<file path="src/rtl/vga_pkg.sv">
// rtl/vga_pkg.sv - shared types and constants for the VGA pixel pipeline
package vga_pkg;

    typedef logic [11:0] rgb12_t;

    localparam int H_ACTIVE  = 1024;
    localparam int V_ACTIVE  = 768;
    // Eight equal-width colour bars across the visible line
    localparam int BAR_SHIFT = $clog2(H_ACTIVE / 8);

    localparam rgb12_t BAR_COLOURS [8] = '{
        12'hFFF, 12'hFF0, 12'h0FF, 12'h0F0,
        12'hF0F, 12'hF00, 12'h00F, 12'h000
    };

    // Per-pixel control that travels alongside the framebuffer read
    typedef struct packed {
        logic       active;
        logic       pat;
        logic [2:0] bar;
        logic       first;
        logic       hs;
        logic       vs;
    } pix_stage_t;

    localparam pix_stage_t STAGE_IDLE = '{
        active: 1'b0, pat: 1'b0, bar: 3'd0, first: 1'b0, hs: 1'b1, vs: 1'b1
    };

    function automatic rgb12_t bar_colour(input logic [2:0] bar);
        return BAR_COLOURS[bar];
    endfunction

endpackage

</file>
<file path="src/rtl/vga_palette.sv">
// rtl/vga_palette.sv - 16-entry 12-bit palette, synchronous write, combinational read
module vga_palette
    import vga_pkg::*;
(
    input  logic       clk_i,
    input  logic       rst_n_i,
    input  logic       we_i,
    input  logic [3:0] wr_idx_i,
    input  rgb12_t     wr_rgb_i,
    input  logic [3:0] rd_idx_i,
    output rgb12_t     rd_rgb_o
);

    rgb12_t mem_q [16];

    // Entries come out of reset as a grey ramp; writes land on the clock edge
    always_ff @(posedge clk_i or negedge rst_n_i) begin
        if (!rst_n_i) begin
            for (int i = 0; i < 16; i++) begin
                mem_q[i] <= {4'(i), 4'(i), 4'(i)};
            end
        end else if (we_i) begin
            mem_q[wr_idx_i] <= wr_rgb_i;
        end
    end

    // A same-cycle write is not forwarded: the reader sees the old entry
    assign rd_rgb_o = mem_q[rd_idx_i];

endmodule

</file>
<file path="src/rtl/vga_pixel_pipe.sv">
// rtl/vga_pixel_pipe.sv - three-stage framebuffer/palette pixel pipeline with test pattern
module vga_pixel_pipe
    import vga_pkg::*;
#(
    parameter int unsigned FB_W        = 256,
    parameter int unsigned FB_H        = 192,
    parameter int unsigned SCALE_SHIFT = 2
) (
    input  logic        clk_vga,
    input  logic        rst_n,
    input  logic        hs_in,
    input  logic        vs_in,
    input  logic [10:0] hc_visible,
    input  logic [10:0] vc_visible,
    input  logic        pattern_en,
    output logic        fb_rd_en,
    output logic [15:0] fb_addr,
    input  logic [3:0]  fb_data,
    input  logic        pal_we,
    input  logic [3:0]  pal_idx,
    input  logic [11:0] pal_rgb,
    output logic        hs,
    output logic        vs,
    output logic [3:0]  vga_r,
    output logic [3:0]  vga_g,
    output logic [3:0]  vga_b,
    output logic        frame_start
);

    logic        active;
    logic [10:0] col;
    logic [10:0] row;
    logic        in_fb;
    logic        rd_en_d;
    logic [15:0] addr_d;
    pix_stage_t  s1_d;
    pix_stage_t  s1_q;
    pix_stage_t  s2_q;
    logic        fb_rd_en_q;
    logic [15:0] fb_addr_q;
    rgb12_t      pal_rd;
    rgb12_t      colour_d;
    rgb12_t      rgb_q;
    logic        hs_q;
    logic        vs_q;
    logic        frame_start_q;

    assign active = (hc_visible != 11'd0) && (vc_visible != 11'd0);
    assign col    = (hc_visible - 11'd1) >> SCALE_SHIFT;
    assign row    = (vc_visible - 11'd1) >> SCALE_SHIFT;
    assign in_fb  = (32'(row) < FB_H) && (32'(col) < FB_W);
    assign addr_d = 16'(row) * 16'(FB_W) + 16'(col);

    // Stage-1 inputs: read request and the control that rides with this pixel
    always_comb begin
        rd_en_d     = active && !pattern_en && in_fb;
        s1_d        = STAGE_IDLE;
        s1_d.active = active;
        s1_d.pat    = pattern_en;
        s1_d.bar    = 3'((hc_visible - 11'd1) >> BAR_SHIFT);
        s1_d.first  = (hc_visible == 11'd1) && (vc_visible == 11'd1);
        s1_d.hs     = hs_in;
        s1_d.vs     = vs_in;
    end

    // Stage 1: issue the framebuffer read; address holds while no read is issued
    always_ff @(posedge clk_vga or negedge rst_n) begin
        if (!rst_n) begin
            s1_q       <= STAGE_IDLE;
            fb_rd_en_q <= 1'b0;
            fb_addr_q  <= 16'd0;
        end else begin
            s1_q       <= s1_d;
            fb_rd_en_q <= rd_en_d;
            if (rd_en_d) begin
                fb_addr_q <= addr_d;
            end
        end
    end

    // Stage 2: wait out the RAM read latency so control lines up with fb_data
    always_ff @(posedge clk_vga or negedge rst_n) begin
        if (!rst_n) begin
            s2_q <= STAGE_IDLE;
        end else begin
            s2_q <= s1_q;
        end
    end

    vga_palette u_palette (
        .clk_i    (clk_vga),
        .rst_n_i  (rst_n),
        .we_i     (pal_we),
        .wr_idx_i (pal_idx),
        .wr_rgb_i (pal_rgb),
        .rd_idx_i (fb_data),
        .rd_rgb_o (pal_rd)
    );

    // Colour select: blanking is black, pattern mode overrides the palette
    always_comb begin
        colour_d = 12'h000;
        if (s2_q.active) begin
            colour_d = s2_q.pat ? bar_colour(s2_q.bar) : pal_rd;
        end
    end

    // Stage 3: register colour, syncs and frame marker together
    always_ff @(posedge clk_vga or negedge rst_n) begin
        if (!rst_n) begin
            rgb_q         <= 12'h000;
            hs_q          <= 1'b1;
            vs_q          <= 1'b1;
            frame_start_q <= 1'b0;
        end else begin
            rgb_q         <= colour_d;
            hs_q          <= s2_q.hs;
            vs_q          <= s2_q.vs;
            frame_start_q <= s2_q.first;
        end
    end

    assign fb_rd_en    = fb_rd_en_q;
    assign fb_addr     = fb_addr_q;
    assign hs          = hs_q;
    assign vs          = vs_q;
    assign vga_r       = rgb_q[11:8];
    assign vga_g       = rgb_q[7:4];
    assign vga_b       = rgb_q[3:0];
    assign frame_start = frame_start_q;

endmodule

</file>
<file path="config.mk">
export PLATFORM = sky130hd
export DESIGN_NAME = vga_pixel_pipe
export DESIGN_NICKNAME = d
export VERILOG_FILES = /design/src/rtl/vga_pkg.sv /design/src/rtl/vga_palette.sv /design/src/rtl/vga_pixel_pipe.sv
export SDC_FILE = /design/constraint.sdc
export NUM_CORES = 1
export LEC_CHECK = 0
export CAP_MARGIN = 15
export CORE_MARGIN = 5
export CORE_UTILIZATION = 35
export CTS_CLUSTER_SIZE = 25
export DETAILED_ROUTE_END_ITERATION = 6
export DONT_BUFFER_PORTS = 1
export GPL_ROUTABILITY_DRIVEN = 0
export PLACE_DENSITY = 0.6
export SLEW_MARGIN = 10
export SYNTH_ARGS = -nofsm -noshare
export SYNTH_HDL_FRONTEND = slang
export SYNTH_SLANG_ARGS = --single-unit
</file>
<file path="constraint.sdc">
create_clock -name clk_vga -period 2.8 [get_ports clk_vga]
set_input_delay 0.42 -clock clk_vga [delete_from_list [all_inputs] [get_ports clk_vga]]
set_output_delay 0.42 -clock clk_vga [all_outputs]
set_load 0.05 [all_outputs]
</file>
After elaboration in Yosys (flattened, before gate mapping)
Memory sizes are Yosys's and may differ from the RTL's.
Index checks and enable logic that the tools add are counted.
{"block": "totals", "register_bits": 240, "rom_bits": 96, "output_inout_bits": 32, "wordCells": 68, "n_memories": 1}
{"memory": "(no name shown)", "words": 8, "width": 12, "rd": 1, "rd_ports_with_merged_regs": 0, "write_ports": 0, "line": "vga_pkg.sv:31", "source": "return BAR_COLOURS[bar];"}
{"block": "op_classes", "addsub": 3, "order_cmp": 6, "n_eq_ne": 2, "muxes": 10, "n_bitwise": 3, "n_reduce_logical": 9}
{"op": "$bwmux W192", "n": 1}
{"op": "$mux W12", "n": 7}
{"op": "$bmux W12 S4", "n": 1}
{"op": "$demux W12 S4", "n": 1}
{"op": "$eq A11 B1 Y1 const B", "n": 2}
{"op": "$reduce_bool A11 Y1", "n": 2}
{"op": "$sub A11 B1 Y11 const B", "n": 2}
{"op": "$add A16 B9 Y16", "n": 1}
{"op": "$ge A5 B5 Y1 const B", "n": 2}
{"op": "$not A4 Y5", "n": 2}
{"op": "$lt A9 B8 Y1 const B", "n": 1}
{"op": "$lt A9 B9 Y1 const B", "n": 1}
{"op": "$logic_and A1 B1 Y1", "n": 6}
{"op": "$lt A5 B1 Y1 const B", "n": 1}
{"op": "$ge A4 B4 Y1 const B", "n": 1}
{"op": "$not A3 Y4", "n": 1}
{"op": "$logic_not A1 Y1", "n": 1}

Logic depth before layout (Yosys ltp)
{"block": "depth", "depth_word": 6, "mapped_depth": 9}

By module
From an unflattened synthesis, not the netlist that was laid out.
{"block": "unflattened", "hier_cells": 721, "area_unflattened_um2": 11003.1}
{"mod": "vga_palette", "instances": 1, "cells_each": 543, "area_each_um2": 8797.2}
{"mod": "vga_pixel_pipe", "instances": 1, "cells_each": 178, "area_each_um2": 2205.9}

Worst setup path after synthesis
Ideal clock, no wire load.
{"block": "synth_timing", "path_type": "input to register", "start": "input hc_visible[1]", "end": "register fb_addr_q[12], in the netlist fb_addr[12]", "setup_time_ns": 0.125, "arrival_time_ns": 2.487, "required_time_ns": 2.675, "slack_ns": 0.187, "stages": 9, "n_path_buf": 0, "cell_sequence": "nor4_1 nand3_1 xnor2_1 ha_1 ha_1 and3_1 a21oi_1 xnor2_1 mux2_4"}
{"block": "synth_between", "elab_chain_cells": 4, "word_cells_on_any_way": 8, "cone_classes": "2 x add/sub; 1 x order compare; 5 x reduce/logical"}
{"element": "start: declaration", "line": "vga_pixel_pipe.sv:13", "source": "input logic [10:0] hc_visible,"}
{"element": "parallel branches: the longest is 4 deep, another holds $add A16 B9 Y16"}
{"element": "end signal: assignment", "line": "vga_pixel_pipe.sv:76", "source": "fb_addr_q <= addr_d;"}
{"element": "end: declaration", "line": "vga_pixel_pipe.sv:40", "source": "logic [15:0] fb_addr_q;"}
Several ways; the timed one is not identified.
A chain may end at the register's enable or synchronous reset.

Worst setup path after layout
Same ends and word-level chain as after synthesis.

==> impl_metrics.yaml <==
outcome:
  status: "finished, violations left"
  violations: "hold timing"
sta:
  hold_ws_ps: -407
  fin_skew_ps: 18.7
  worst_slew_pin_slew_ps: 731
  slew_headroom_pct: 51.3
  max_freq_mhz: 479
  min_period_ps: 2090
  setup_slack_ps: 712
  hold_viol: 240
  rsz0062_at_grt: "no"
  slew_viol_final: 0
  fin_crit_sh_pct: 74.6
  setup_viol: 0
  fin_setup_tns_ps: 0
cts:
  cts_root_buffer: "clkbuf_16"
  clkTransAtPathRegs_ps: 60
  cts-htree-levels: 1
  cts_inserted_buffers: 26
  ctsHoldBuffers: 4
  clock_latency_ps: 530
  cts_setup_buffers: 0
  clock_sinks: 240
  ctsResizeCount: 0
  cts_tree: "yes"
  clk_path_buf_depth: 3
die:
  row_count: 64
  die_w_um: 186
  dieArea_sq_um: 34700
  io_pins: 80
  core_area_sq_um: 30600
  die_h_um: 186
  initial_core_util_pct: 35.5
detailed_routing:
  first_pass_iters: 4
  wl_per_cell_um: 20.7
  vias_per_cell: 5.20
  wirelength_mm: 24.1
  drc: 0
  drtAntennaViolNets: 0
  vias: 6072
  drt_iter0_drc: 250
global_route:
  grt_pass1_vias: 6507
  grt_overflow_total: 0
  antenna_found_initial: 0
  grt_max_degree: 241
  grt_use_total_pct: 14.2
  grt_pass1_wl_mm: 38.2
critical_path:
  crit_required_ps: 3200
  r2r-end: "rgb_q[9]$_DFF_PN0_"
  regToRegSetupSlack_ps: 1010
  worstSetupEndpointType: "flop"
  path_max_fanout: 5
  worstPathCellList: "nor4_1 -> nand3_1 -> xnor2_1 -> ha_1 -> ha_1 -> and3_1 -> a21oi_1 -> xnor2_1 -> mux2_4"
  cpPeakStageDelay_ps: 430
  setup.worst_path.class: "in2reg"
  rr_worst_depth: 3
  reg2reg_from: "s2_q[6]$_DFF_PN0_"
  crit_slowest_cell: "nor4_1"
  cp.arrival_ps: 2490
  critPathLaunchType: "input pin"
synth:
  yosys_warnings: 0
  synth-async-reset-ratio_pct: 100
  ys_seq_elements: 240
  ys_types: 40
  syn-instance-count: 742
  seq_area_frac_synth_pct: 56.4
  synth_edf_count: 0
  syn_nets: 792
  syn_area_sq_um: 10900
  synth_top_area_share_pct: 31.8
  synth_area_leaders: "dfrtp_1 (32%), dfstp_2 (25%), mux2_2 (24%)"
  avgSynthCellArea_sq_um: 14.6
  synth_ff_type: "dfrtp_1"
  yosys.area.top_type: "dfrtp_1"
power_and_ir_drop:
  power_density_nw_per_um2: 820
  power_leakage_uw: 0.00501
  irDropWorstVdd_mv: 0.418
job:
  cap_violations: 0
placement:
  dp_hpwl_mm: 15.1
  numPlacedInstances: 1116
  io_buffers: 0
  placed_area_sq_um: 11400
  place_ws_ps: 183
finish:
  drive_above_1_share_pct: 57.8
  area_growth_syn_to_layout_pct: 14.0
  fin_area_sq_um: 12400
  nets: 802
  diodes: 0
  stdcell_count: 1168
min_path:
  hold_class: "in2async"
[area by class of cell]
type | instances | area, sq um
clock inverters | 15 | 236
multi-input cells | 447 | 4500
inverters | 3 | 11.3
repair buffers | 34 | 265
well taps | 396 | 495
fillers | 2854 | 18200
clock buffers | 33 | 738
flip-flops and latches | 240 | 6130
[sequential cells by signal, indices dropped and copies added (netlist names)]
| name | count |
|---|---|
| frame_start | 1 |
| rgb_q | 12 |
| hs | 1 |
| fb_addr | 16 |
| u_palette.mem_q | 192 |
| vs | 1 |
| fb_rd_en | 1 |
| s2_q | 8 |
| s1_q | 8 |
[metrics by stage]
| step | power, uW | util, % |
|---|---|---|
| after CTS | 10300 | 40.5 |
| final | 10200 | 40.5 |
| after floorplan | 6160 | - |
| after global routing | 10600 | 40.5 |
| after detailed placement | 6420 | 37.2 |
| after global placement | 6360 | 37.2 |
[layer usage]
| metal | vias to the layer above | part of all wire (%) | routed length, um | global-route usage (%) |
|---|---|---|---|---|
| li1 | 2749 | - | - | - |
| met1 | 3123 | 46 | 11000 | 20.4 |
| met2 | 169 | 43 | 10500 | 21.4 |
| met3 | 31 | 9.1 | 2190 | 4.61 |
| met4 | 0 | 1.8 | 428 | 2.94 |
| met5 | - | 0 | 0 | 0 |
[report_power, final]
group,internal [uW],leakage (uW),total (uW),switching [uW]
combinational,906,0.00178,1280,377
sequential,4430,0.00275,5070,638
clock,2420,0.000484,3810,1390
total,7750,0.00501,10200,2410
[synth_stat cells (all sizes together), types with 9 or more instances]
cell type  instances
mux2             231
dfrtp            138
dfstp            102
clkbuf            37
mux4              36
nor2              29
o21ai             24
buf               15
nand2             15
a21oi             13
a21boi            12
o22ai             12
xnor2             12
nand2b             9
[cells in the final DEF, fill, tap and decap left out, types with 13 or more instances in the layout]
cell       synthesis  routed
a21oi_1           13      13
buf_4              0      30
clkbuf_16          0      27
dfrtp_1          138     138
dfstp_2          102     102
mux2_2           228     228
mux4_2            36      36
nand2_1           15      15
nor2_1            29      29
o21ai_0           23      23
[cell families (layout without fill, tap and decap cells)]
logic type      Yosys count  in the layout  share of synthesized area (%)
mux                     273            273                           32.1
xor+xnor                 13             13                           1.05
flops                   240            240                           56.4
buf+inv                  55             85                           2.11
fa+ha+maj                 2              2                          0.230
simple gates             88             88                           4.17
compound gates           71             71                           3.95
[critical path, delay by kind of cell]
family | cells | cell delay (ps)
simple gates | 3 | 800
fa+ha+maj | 2 | 540
xor+xnor | 2 | 400
mux | 1 | 260
compound gates | 1 | 70
[worst max-delay path by stage]
stage                   from                 endpoint  slack [ps]
2_1_floorplan  hc_visible[1]  fb_addr[12]$_DFFE_PN0P_         190
4_1_cts        hc_visible[1]  fb_addr[12]$_DFFE_PN0P_         730
3_3_place_gp   hc_visible[1]  fb_addr[12]$_DFFE_PN0P_         200
6_report       hc_visible[1]  fb_addr[12]$_DFFE_PN0P_         710
5_1_grt        hc_visible[1]  fb_addr[12]$_DFFE_PN0P_         520
3_5_place_dp   hc_visible[1]  fb_addr[12]$_DFFE_PN0P_         180
Note: power is estimated with default switching activity, not from simulation.
